$ cat src/rtl/ro_sample_sched.sv
// Measurement-window scheduler for the ring-oscillator power sensor: clear, run window, settle, capture.
// Optional feature macro: RO_SCHED_SEQNUM_EN adds a 16-bit sample_seq output.
module ro_sample_sched #(
    parameter int WINDOW_W   = 16,
    parameter int SUM_W      = 36,
    parameter int SETTLE_CYC = 4
) (
    input  logic                clk,
    input  logic                rst_n,
    input  logic                start,
    input  logic                continuous,
    input  logic [WINDOW_W-1:0] window_len,
    input  logic [SUM_W-1:0]    tree_sum,
    output logic                ro_clr,
    output logic                ro_en,
    output logic [SUM_W-1:0]    sample,
    output logic                sample_valid,
    input  logic                sample_ready,
    output logic                busy,
`ifdef RO_SCHED_SEQNUM_EN
    output logic [15:0]         sample_seq,
`endif
    output logic                overrun
);

    localparam logic [2:0] S_IDLE    = 3'd0;
    localparam logic [2:0] S_CLEAR   = 3'd1;
    localparam logic [2:0] S_RUN     = 3'd2;
    localparam logic [2:0] S_SETTLE  = 3'd3;
    localparam logic [2:0] S_CAPTURE = 3'd4;

    // One down-counter serves both the window and the settle interval.
    localparam int CNT_W = (WINDOW_W > 4) ? WINDOW_W : 4;

    logic [2:0]       state_reg, state_next;
    logic [CNT_W-1:0] cnt_reg, cnt_next;
    logic [CNT_W-1:0] win_eff;
    logic [SUM_W-1:0] sample_reg;
    logic             valid_reg, valid_next;
    logic             overrun_reg, overrun_next;
    logic             capture_load;

    assign win_eff = (window_len == '0) ? CNT_W'(1) : CNT_W'(window_len);

    always_comb begin
        state_next = state_reg;
        cnt_next   = cnt_reg;
        case (state_reg)
            S_IDLE: begin
                if (start) begin
                    state_next = S_CLEAR;
                end
            end
            S_CLEAR: begin
                // window_len is only looked at here; later changes cannot stretch the window.
                cnt_next   = win_eff;
                state_next = S_RUN;
            end
            S_RUN: begin
                if (cnt_reg == CNT_W'(1)) begin
                    cnt_next   = CNT_W'(SETTLE_CYC);
                    state_next = S_SETTLE;
                end else begin
                    cnt_next = cnt_reg - CNT_W'(1);
                end
            end
            S_SETTLE: begin
                if (cnt_reg == CNT_W'(1)) begin
                    cnt_next   = '0;
                    state_next = S_CAPTURE;
                end else begin
                    cnt_next = cnt_reg - CNT_W'(1);
                end
            end
            S_CAPTURE: begin
                state_next = continuous ? S_CLEAR : S_IDLE;
            end
            default: begin
                cnt_next   = '0;
                state_next = S_IDLE;
            end
        endcase
    end

    // A capture may overwrite the held sample only if it is empty or leaving this very cycle.
    assign capture_load = (state_reg == S_CAPTURE) && (!valid_reg || sample_ready);

    always_comb begin
        valid_next = valid_reg;
        if (capture_load) begin
            valid_next = 1'b1;
        end else if (valid_reg && sample_ready) begin
            valid_next = 1'b0;
        end
    end

    always_comb begin
        overrun_next = overrun_reg;
        if (state_reg == S_IDLE && start) begin
            overrun_next = 1'b0;
        end else if (state_reg == S_CAPTURE && !capture_load) begin
            overrun_next = 1'b1;
        end
    end

    always_ff @(posedge clk) begin
        if (!rst_n) begin
            state_reg   <= S_IDLE;
            cnt_reg     <= '0;
            sample_reg  <= '0;
            valid_reg   <= 1'b0;
            overrun_reg <= 1'b0;
        end else begin
            state_reg   <= state_next;
            cnt_reg     <= cnt_next;
            valid_reg   <= valid_next;
            overrun_reg <= overrun_next;
            if (capture_load) begin
                sample_reg <= tree_sum;
            end
        end
    end

`ifdef RO_SCHED_SEQNUM_EN
    // Advances on every capture, dropped ones included, so gaps reveal overruns.
    logic [15:0] seq_cnt_reg;
    logic [15:0] sample_seq_reg;

    always_ff @(posedge clk) begin
        if (!rst_n) begin
            seq_cnt_reg    <= '0;
            sample_seq_reg <= '0;
        end else begin
            if (state_reg == S_CAPTURE) begin
                seq_cnt_reg <= seq_cnt_reg + 16'd1;
            end
            if (capture_load) begin
                sample_seq_reg <= seq_cnt_reg;
            end
        end
    end

    assign sample_seq = sample_seq_reg;
`endif

    assign ro_clr       = (state_reg == S_CLEAR);
    assign ro_en        = (state_reg == S_RUN);
    assign busy         = (state_reg != S_IDLE);
    assign sample       = sample_reg;
    assign sample_valid = valid_reg;
    assign overrun      = overrun_reg;

endmodule

$ cat config.mk
export PLATFORM = sky130hd
export DESIGN_NAME = ro_sample_sched
export DESIGN_NICKNAME = d
export VERILOG_FILES = /design/src/rtl/ro_sample_sched.sv
export SDC_FILE = /design/constraint.sdc
export NUM_CORES = 1
export LEC_CHECK = 0
export ABC_AREA = 1
export CAP_MARGIN = 20
export CELL_PAD_IN_SITES_DETAIL_PLACEMENT = 1
export CELL_PAD_IN_SITES_GLOBAL_PLACEMENT = 2
export CORE_MARGIN = 4
export CORE_UTILIZATION = 26
export CTS_BUF_LIST = sky130_fd_sc_hd__clkbuf_16
export DETAILED_ROUTE_END_ITERATION = 16
export GPL_ROUTABILITY_DRIVEN = 0
export PLACE_DENSITY = 0.95
export RECOVER_POWER = 100
export SLEW_MARGIN = 40
export SYNTH_ARGS = -nofsm -noshare
export SYNTH_HDL_FRONTEND = slang
export SYNTH_SLANG_ARGS = --single-unit
$ cat constraint.sdc
create_clock -name clk -period 2.9 [get_ports clk]
set_input_delay 0.58 -clock clk [delete_from_list [all_inputs] [get_ports clk]]
set_output_delay 0.58 -clock clk [all_outputs]
set_load 0.01 [all_outputs]
Word level (Yosys, flattened, before mapping)
Cells that the tools add are included.

operators by class
  add/subtract/negate cells = 1
  eq/ne operators = 8
  multiplexer cells = 11
  bitwise gates (word level) = 1
  reductions and logical operators = 14

operators by type and width
  operator               number
  $pmux 16 s4            1
  $mux 16                3
  $eq 16x1->1 const B    1
  $logic_not 16->1       1
  $sub 16x1->16 const B  1
  $pmux 3 s5             1
  $mux 3                 3
  $eq 3x2->1 const B     2
  $logic_and 1x1->1      4
  $ne 2x2->1 const B     2
  $reduce_or 2->1        2
  $eq 3x1->1 const B     1
  $eq 3x3->1 const B     1
  $logic_not 3->1        1
  $mux 1                 3
  $reduce_and 3->1       1
  $reduce_bool 3->1      1
  $logic_not 1->1        2
  $ne 2x1->1 const B     1
  $reduce_bool 2->1      1
  $logic_or 1x1->1       1
  $not 1->1              1

storage, ports and cells
  flip-flop bits (word level) = 57
  input port bits = 57

Logic depth before layout (Yosys ltp)
Gate-level depths: netlist (run 1).

  depth in word-level cells = 5
  mapped depth = 12

Worst setup path before layout (run 1)
Ideal clock, no wire load.

  path type = flip-flop to output port
  start point = reg state_reg[0]
  end point = out ro_clr
  arrival time = 0.914 ns
  required time = 2.320 ns
  setup slack = 1.406 ns
  stages on the path, launching flop included = 4
  path buffers = 1
  cells stage by stage = dfxtp_1 inv_1 nor3_4 buf_4

on the way
  longest elaborated chain between the ends = 1

ends and longest elaborated chain
  what                      line  source
  start: declaration        35    logic [2:0] state_reg, state_next;
  start signal: assignment  114   state_reg <= state_next;
  $eq 3x1->1                146   assign ro_clr = (state_reg == S_CLEAR);
  end: declaration          14    output logic ro_clr,

No other way between the ends.

Final worst setup path (run 1)
  start point = reg state_reg[2]
  end point = out ro_en

on the way
  longest elaborated chain between the ends = 1

ends and longest elaborated chain
  what              line  source
  $eq 3x2->1        147   assign ro_en = (state_reg == S_RUN);
  end: declaration  15    output logic ro_en,

No other way between the ends.

==> impl_metrics.csv, run 1 <==
group,metric,value,unit
drt,dr.pass1.iters,4,
pwr,powerDensity,957.6,nW/um2
critical_path,reg2reg_depth,7,
critical_path,crit_arrival,1840,ps
finish,synthToLayoutAreaGrowth,47.56,%
timing,hold_violations,0,
drt,drt_wl_total,9538,um
timing,tightest_slew,951.3,ps
global_routing,grt_first_pass_wirelength,16270,um
finish,layout_commonest_cell,"nand2_1",
timing,setup_viol,0,
cts,post_cts_buffers,0,
global_routing,antenna_found_initial,0,
cts,ctsResizeCount,0,
pwr,p_leak,1.836,nW
global_routing,track_usage,15.89,%
placed_design,portBuffers,97,
timing,max_slew_margin,36.58,%
timing,rsz0062_at_grt,"no",
worst_hold_path,hold-path-cell-count,2,
drt,drc,0,
pwr,pwr-share-comb,45.5,%
yosys,ys_seq_elements,57,
cts,cts_hold_buffers,0,
cts,cts_root_buf,"clkbuf_16",
critical_path,cp_slowest_cell,"clkdlybuf4s50_1",
critical_path,crit_family,"buffers and inverters",
cts,cts_buffers,9,
cts,cts_tree,"done",
timing,min_period_over_period,83.51,%
yosys,ys_warn_count,0,
pwr,p_int,0.002336,W
cts,path_clk_slew,50,ps
cts,clock_latency,330,ps
timing,max_freq,412.9,MHz
floorplan,coreArea,10460,um2
placed_design,hpwlAfterDp,6833,um
worst_hold_path,hold_end,"sample[25]$_SDFFE_PN0P_",
drt,via_per_inst,4.664,
yosys,synth.distinct_cells,29,
timing,whs,457.0,ps
yosys,synth.avg_cell_area,6.897,um2
finish,layout_common_cells,"nand2_1, nand3_1, dfxtp_1, clkdlybuf4s50_1, dlygate4sd3_1",
critical_path,path_cells,"inv_1 -> nand2_1 -> nor2_1 -> clkdlybuf4s50_1",
pwr,seq_power_share,26.8,%
yosys,syn-num-nets,471,
timing,period_needed,2422,ps
critical_path,worst-path-max-fanout,5,
floorplan,io_pins,98,
finish,antenna_cells,0,
pwr,switching_share,41.83,%
pwr,pwr-share-clk,27.7,%
timing,clock_skew,7.382,ps
critical_path,r2r-start,"state_reg[1]$_SDFFE_PN0P_",
finish,layout.nets,564,
critical_path,slowest_delay,610,ps
critical_path,critPathLaunchType,"register",
critical_path,worst-setup-path-type,"reg2out",
global_routing,grt_pass1_vias,3319,
floorplan,die_area,12670,um2
drt,vias,3008,
pwr,switchingPower,0.001679,W
worst_hold_path,min_path_type,"reg2reg",
worst_hold_path,hp-start,"sample[25]$_SDFFE_PN0P_",
critical_path,r2r-end,"sample[28]$_SDFFE_PN0P_",
critical_path,r2r_slack,860,ps
yosys,synth_area,2841,um2
flow_run,cap_violations,0,
pwr,ir_drop,0.0002944,V
yosys,netlist_instances,412,
critical_path,worstSetupEndpointType,"primary output",
floorplan,initial_utilization,27.16,%
floorplan,die_h,112.5,um
timing,final_max_slew_viol_count,0,
global_routing,grt_max_degree,41,
cts,cts_max_level,3,
yosys,synth-seq-area-share,40.16,%
critical_path,cp_data_required_time,2320,ps
drt,drtIter0Drc,65,
cts,clock_sinks,57,
floorplan,die_w,112.5,um
drt,drtAntennaViolNets,0,
critical_path,path_buf_inv,2,
cts,clock_path_buffers,2,
timing,setup_tns,0,ps
run_status,status,"complete, no violations",
global_routing,grt_remaining_overflow,0,
floorplan,rows,37,
critical_path,crit_start,"state_reg[2]$_SDFFE_PN0P_",
finish,largest_register_ffs,36,
finish,layout-drive-gt1-share,8.251,%
drt,drt-wirelength-per-cell,14.79,um
## synth_stat cells
master / count / share of area (%)
nand4_1: 3 / 0.66
clkbuf_1: 5 / 0.66
buf_4: 5 / 1.3
nor2_1: 29 / 3.8
nand3b_1: 1 / 0.26
o21a_1: 1 / 0.26
nand3_1: 67 / 12
o21ai_0: 6 / 1.1
nand2_4: 2 / 0.79
o21bai_1: 1 / 0.26
xor2_1: 2 / 0.62
a21oi_1: 39 / 6.9
nor3_1: 1 / 0.18
nand2_1: 115 / 15
or2_2: 3 / 0.66
buf_6: 1 / 0.40
inv_1: 37 / 4.9
dfxtp_1: 57 / 40
nor2_2: 4 / 0.88
and2_1: 1 / 0.22
inv_2: 1 / 0.13
o211ai_2: 1 / 0.44
nor3_4: 1 / 0.57
ha_1: 2 / 0.88
a31oi_1: 2 / 0.44
nor2_4: 4 / 1.6
buf_2: 10 / 1.8
nand3_2: 6 / 2.1
nand2_2: 5 / 1.1
## how the worst max path moves through the flow
| stage | cells after the start | end | slack, ps |
|---|---|---|---|
| floorplan | 3 | ro_clr | 1410 |
| global route | 4 | ro_en | 270 |
| CTS | 4 | ro_en | 640 |
| detailed placement | 6 | sample[17]$_SDFFE_PN0P_ | 800 |
| global placement | 6 | sample[7]$_SDFFE_PN0P_ | 910 |
| finish | 4 | ro_en | 480 |
## power by group through the flow
stage	sequential [W]	clock, W	combinational, W
finish	0.00108	0.00111	0.00183
CTS	0.00108	0.00115	0.00191
global route	0.00110	0.00118	0.00212
floorplan	0.00107	0	0.00139
detailed placement	0.00110	0	0.00189
global placement	0.00109	0	0.00184
## layout make-up
type	instances	area (um2)
fill	1314	6270
clock buffer	9	225.2
inverter	38	142.6
clock inverter	6	83.83
sequential	57	1141
tap	136	170.2
timing repair buffer	103	1010
multi-input combinational	296	1420
## cells by family (layout without fill, tap and decap cells)
logic type | count (synthesis) | count (layout) | synth area share (%)
AO/OA/AOI/OAI | 50 | 50 | 9.335
XOR/XNOR | 2 | 2 | 0.6166
adder cells (fa/ha/maj) | 2 | 2 | 0.8805
buffers and inverters | 59 | 156 | 9.159
flip-flops | 57 | 57 | 40.16
AND/OR/NAND/NOR | 242 | 242 | 39.85
## worst min-delay path, cell delays in order (launching register included)
cell and delay [ps]:
dfxtp_1 300, nand2_1 60, a21oi_1 50
## stage by stage
step                      total power, W  worst slack (ps)  util [%]  cell area [um2]  cells
after floorplan                 0.002452              1406         -             2841    412
after global placement          0.002925             913.4     37.37             3910    630
after detailed placement        0.002988             804.6     37.37             3910    630
after CTS                       0.004138             636.3     40.33             4219    645
after global routing            0.004402             273.2     40.07             4193    645
final                           0.004015             478.3     40.07             4193    645
## per-layer routing
metal,share of wire (%),track usage [%]
met5,0,0
met3,7.1,7.008
met4,1.0,3.606
met2,49,26.86
met1,43,18.56
No activity file was read; power rests on OpenSTA's default activity.
==> run 2, diff against run 1 <==
Settings changed: CORE_UTILIZATION 26 to 21, PLACE_DENSITY 0.95 to 0.86.
Clock period 2.9 ns to 2.1 ns, I/O delays scaled along.
==> impl_metrics.csv, run 2 (synthesis gave the netlist of run 1 again) <==
group,metric,value,unit
run_status,status,"complete, no violations",
cts,cts_tree,"done",
timing,rsz0062_at_grt,"no",
critical_path,critPathLaunchType,"register",
global_routing,grt_remaining_overflow,0,
floorplan,die_area,15460,um2
timing,min_period_over_period,93.70,%
timing,period_needed,1968,ps
placed_design,place_ws,303.4,ps
cts,clock_sinks,57,
flow_run,cap_violations,0,
finish,antenna_cells,0,
drt,drt_wl_total,9715,um
drt,drtAntennaViolNets,0,
finish,layout_commonest_cell,"nand2_1",
critical_path,worstSetupEndpointType,"primary output",
placed_design,hpwlAfterDp,7179,um
cts,clock_path_buffers,2,
cts,cts_max_level,3,
critical_path,crit_family,"buffers and inverters",
finish,layout-drive-gt1-share,8.366,%
global_routing,grt_pass1_vias,3257,
finish,post-route-util,32.46,%
finish,largest_register_ffs,36,
timing,whs,455.7,ps
cts,cts_root_buf,"clkbuf_16",
finish,multi_input_area,1410,um2
critical_path,cp_data_required_time,1680,ps
critical_path,crit_arrival,1550,ps
drt,wl_met2,4662,um
floorplan,coreArea,13240,um2
drt,drt-wirelength-per-cell,14.08,um
critical_path,worst-setup-path-type,"reg2out",
drt,vias,3023,
floorplan,die_w,124.3,um
drt,drc,0,
timing,setup_tns,0,ps
placed_design,portBuffers,97,
floorplan,io_pins,98,
floorplan,rows,42,
global_routing,antenna_found_initial,0,
pwr,power.total,0.005720,W
drt,wl_met1,4015,um
floorplan,initial_utilization,21.46,%
cts,path_clk_slew,50,ps
timing,max_slew_margin,65.11,%
critical_path,slowest_delay,540,ps
timing,max_freq,508.2,MHz
timing,hold_violations,0,
cts,cts_buffers,9,
critical_path,path_buf_inv,1,
worst_hold_path,min_path_type,"reg2reg",
cts,cts_hold_buffers,0,
pwr,ir_drop,0.0004622,V
cts,clock_latency,330,ps
global_routing,grt_first_pass_wirelength,16080,um
drt,top_layer_used,"met4",
drt,wl_met3,881,um
critical_path,worst-path-max-fanout,3,
timing,final_max_slew_viol_count,0,
finish,layout.nets,568,
timing,setup_viol,0,
pwr,powerDensity,1330,nW/um2
finish,synthToLayoutAreaGrowth,51.30,%
finish,fill_cells,1668,
timing,tightest_slew,523.4,ps
finish,register_area,1141,um2
global_routing,grt_max_degree,39,
critical_path,path_cells,"nand2_2 -> nor2_4 -> clkdlybuf4s50_1",
critical_path,cp_slowest_cell,"clkdlybuf4s50_1",
timing,clock_skew,4.537,ps
drt,dr.pass1.iters,4,
floorplan,die_h,124.3,um
pwr,p_leak,1.877,nW
drt,via_per_inst,4.381,
timing,setup_slack,132.3,ps
drt,drtIter0Drc,80,
finish,layout_common_cells,"nand2_1, nand3_1, clkdlybuf4s50_1",
global_routing,track_usage,12.95,%
-- run 2: changes by cell type in the layout (fill, tap and decap cells not counted), moves of 2 or more --
cell           previous run  this run
nand3_1                  68        71
nand3_2                   5         2
clkinvlp_4                2         0
dlygate4sd3_1            40        38
-- run 2: what timing repair did --
action,in CTS,in global routing
pin swaps,1,0
resized for setup,0,3
buffers inserted,1,0
setup endpoints to repair,1,3
-- run 2: per-layer routing --
layer	global-route usage, %	vias up
li1	-	1520
met1	14.52	1407
met2	20.90	83
met3	7.161	13
met4	4.255	0
met5	0	-
-- run 2: worst paths after layout --
kind	depth (start not counted)	end	startpoint	slack, ps
max reg2reg	6	sample[23]$_SDFFE_PN0P_	state_reg[1]$_SDFFE_PN0P_	320
min	2	sample[6]$_SDFFE_PN0P_	sample[6]$_SDFFE_PN0P_	460
min reg2reg	2	sample[6]$_SDFFE_PN0P_	sample[6]$_SDFFE_PN0P_	460
max	3	ro_en	state_reg[1]$_SDFFE_PN0P_	130
-- run 2: tightest hold or removal path: cells and delay by family (launching register included) --
kind,cells,cell delay (ps)
AOI/OAI and AO/OA,1,50
and+or+nand+nor,1,60
DFF,1,300
-- run 2: layout make-up --
| type | instances | share of cell area (%) |
|---|---|---|
| clock buffers | 9 | 5.239 |
| clock inverters | 7 | 2.590 |
| inverters | 38 | 3.318 |
| multi-input cells | 296 | 32.80 |
| flip-flops and latches | 57 | 26.54 |
| well taps | 176 | 5.122 |
| repair buffers | 107 | 24.39 |
-- run 2: power breakdown --
group	internal, W	leakage, nW	switching, W
combinational	0.000975	1.24	0.00157
clock	0.00115	0.172	0.000526
sequential	0.00127	0.462	0.000225
total	0.00340	1.88	0.00232
-- run 2: per-stage QoR --
stage	cells	instance area (um2)
after global placement	673	4008
after detailed placement	673	4008
after CTS	690	4352
final	690	4299
after global routing	690	4299
after floorplan	412	2841
==> run 3, diff against run 2 <==
Settings changed: MAX_ROUTING_LAYER from default to met4.
==> impl_metrics.csv, run 3 (synthesis gave the netlist of run 1 again) <==
group,metric,value,unit
drt,dr.pass1.iters,4,
timing,setup_tns,0,ps
worst_hold_path,hold-path-cell-count,2,
finish,layout_common_cells,"nand2_1, nand3_1, clkdlybuf4s50_1",
cts,path_clk_slew,50,ps
global_routing,grt_pass1_vias,3280,
finish,synthToLayoutAreaGrowth,51.30,%
timing,max_freq,504.6,MHz
placed_design,portBuffers,97,
finish,register_area,1141,um2
timing,min_period_over_period,94.37,%
drt,drc,0,
critical_path,worst-setup-path-type,"reg2out",
finish,multi_input_area,1410,um2
global_routing,grt_remaining_overflow,0,
flow_run,cap_violations,0,
finish,largest_register_ffs,36,
critical_path,crit_start,"state_reg[1]$_SDFFE_PN0P_",
drt,via_per_inst,4.397,
timing,final_max_slew_viol_count,0,
drt,top_layer_used,"met4",
pwr,powerDensity,1331,nW/um2
critical_path,r2r-end,"sample[23]$_SDFFE_PN0P_",
worst_hold_path,min_path_type,"reg2reg",
critical_path,critPathLaunchType,"register",
critical_path,worstSetupEndpointType,"primary output",
critical_path,reg2reg_depth,6,
critical_path,cp_data_required_time,1680,ps
drt,wl_met2,4674,um
cts,cts_hold_buffers,0,
timing,rsz0062_at_grt,"no",
cts,clock_path_buffers,2,
finish,fill_cells,1668,
run_status,status,"complete, no violations",
cts,clock_latency,330,ps
floorplan,die_h,124.3,um
critical_path,r2r_slack,290,ps
finish,antenna_cells,0,
timing,setup_slack,118.1,ps
drt,drt_wl_total,9750,um
global_routing,grt_first_pass_wirelength,16020,um
timing,max_slew_margin,63.82,%
floorplan,die_w,124.3,um
timing,clock_skew,4.157,ps
placed_design,dp_cells,673,
finish,layout.nets,568,
cts,cts_root_buf,"clkbuf_16",
finish,layout_commonest_cell,"nand2_1",
global_routing,antenna_found_initial,0,
finish,layout-drive-gt1-share,8.366,%
timing,period_needed,1982,ps
drt,drtAntennaViolNets,0,
cts,cts_tree,"done",
drt,drt-wirelength-per-cell,14.13,um
critical_path,r2r-start,"state_reg[1]$_SDFFE_PN0P_",
floorplan,coreArea,13240,um2
drt,drtIter0Drc,83,
drt,vias,3034,
global_routing,track_usage,13.35,%
timing,tightest_slew,542.8,ps
timing,hold_violations,0,
cts,cts_buffers,9,
critical_path,critical_path.endpoint,"ro_en",
critical_path,worst-path-max-fanout,3,
cts,clock_sinks,57,
placed_design,hpwlAfterDp,7179,um
pwr,ir_drop,0.0004620,V
cts,cts_max_level,3,
floorplan,die_area,15460,um2
pwr,p_leak,1.877,nW
floorplan,rows,42,
drt,wl_met1,4274,um
global_routing,grt_max_degree,39,
floorplan,io_pins,98,
finish,fin_cells,690,
timing,setup_viol,0,
critical_path,crit_arrival,1560,ps
drt,wl_met3,673,um
placed_design,place_ws,303.4,ps
floorplan,initial_utilization,21.46,%
## run 3: worst max-delay path, cell delays in order (launching register included)
cell and delay (ps):
dfxtp_1 430, nand2_2 130, nor2_4 130, clkdlybuf4s50_1 540
## run 3: report_power, final
part | leakage [nW] | switching, W | internal (W)
Sequential | 0.462 | 0.000225 | 0.00127
Combinational | 1.24 | 0.00157 | 0.000975
Clock | 0.172 | 0.000527 | 0.00115
Total | 1.88 | 0.00232 | 0.00340
## run 3: layout make-up
type	count	area share, %
multi-input cells	296	32.80
flip-flops and latches	57	26.54
repair buffers	107	24.39
clock buffers	9	5.239
well taps	176	5.122
inverters	38	3.318
clock inverters	7	2.590
## run 3: metal layers
| layer | track usage [%] | vias up |
|---|---|---|
| li1 | - | 1520 |
| met3 | 6.261 | 12 |
| met2 | 20.90 | 83 |
| met1 | 15.47 | 1419 |
| met4 | 3.482 | 0 |
| met5 | - | - |
## run 3: worst min-delay path by stage
stage | start | end
3_5_place_dp | sample[3]$_SDFFE_PN0P_ | sample[3]$_SDFFE_PN0P_
5_1_grt | sample[26]$_SDFFE_PN0P_ | sample[26]$_SDFFE_PN0P_
3_3_place_gp | sample[1]$_SDFFE_PN0P_ | sample[1]$_SDFFE_PN0P_
2_1_floorplan | cnt_reg[1]$_SDFFE_PN0N_ | cnt_reg[1]$_SDFFE_PN0N_
4_1_cts | sample[3]$_SDFFE_PN0P_ | sample[3]$_SDFFE_PN0P_
6_report | sample[6]$_SDFFE_PN0P_ | sample[6]$_SDFFE_PN0P_
## run 3: per-stage QoR
stage | hold WS, ps | area, um2 | power, W | utilization, %
floorplan | 465.7 | 2841 | 0.003386 | -
global placement | 447.5 | 4008 | 0.004090 | 30.26
detailed placement | 455.4 | 4008 | 0.004183 | 30.26
CTS | 463.6 | 4352 | 0.005931 | 32.86
global route | 485.7 | 4299 | 0.006279 | 32.46
finish | 455.1 | 4299 | 0.005720 | 32.46
## run 3: what timing repair did
item / in CTS / in global routing
resized for setup: 0 / 3
setup buffers: 1 / 0
gates cloned: 0 / 0
setup endpoints to repair: 1 / 3
pin swaps: 1 / 0
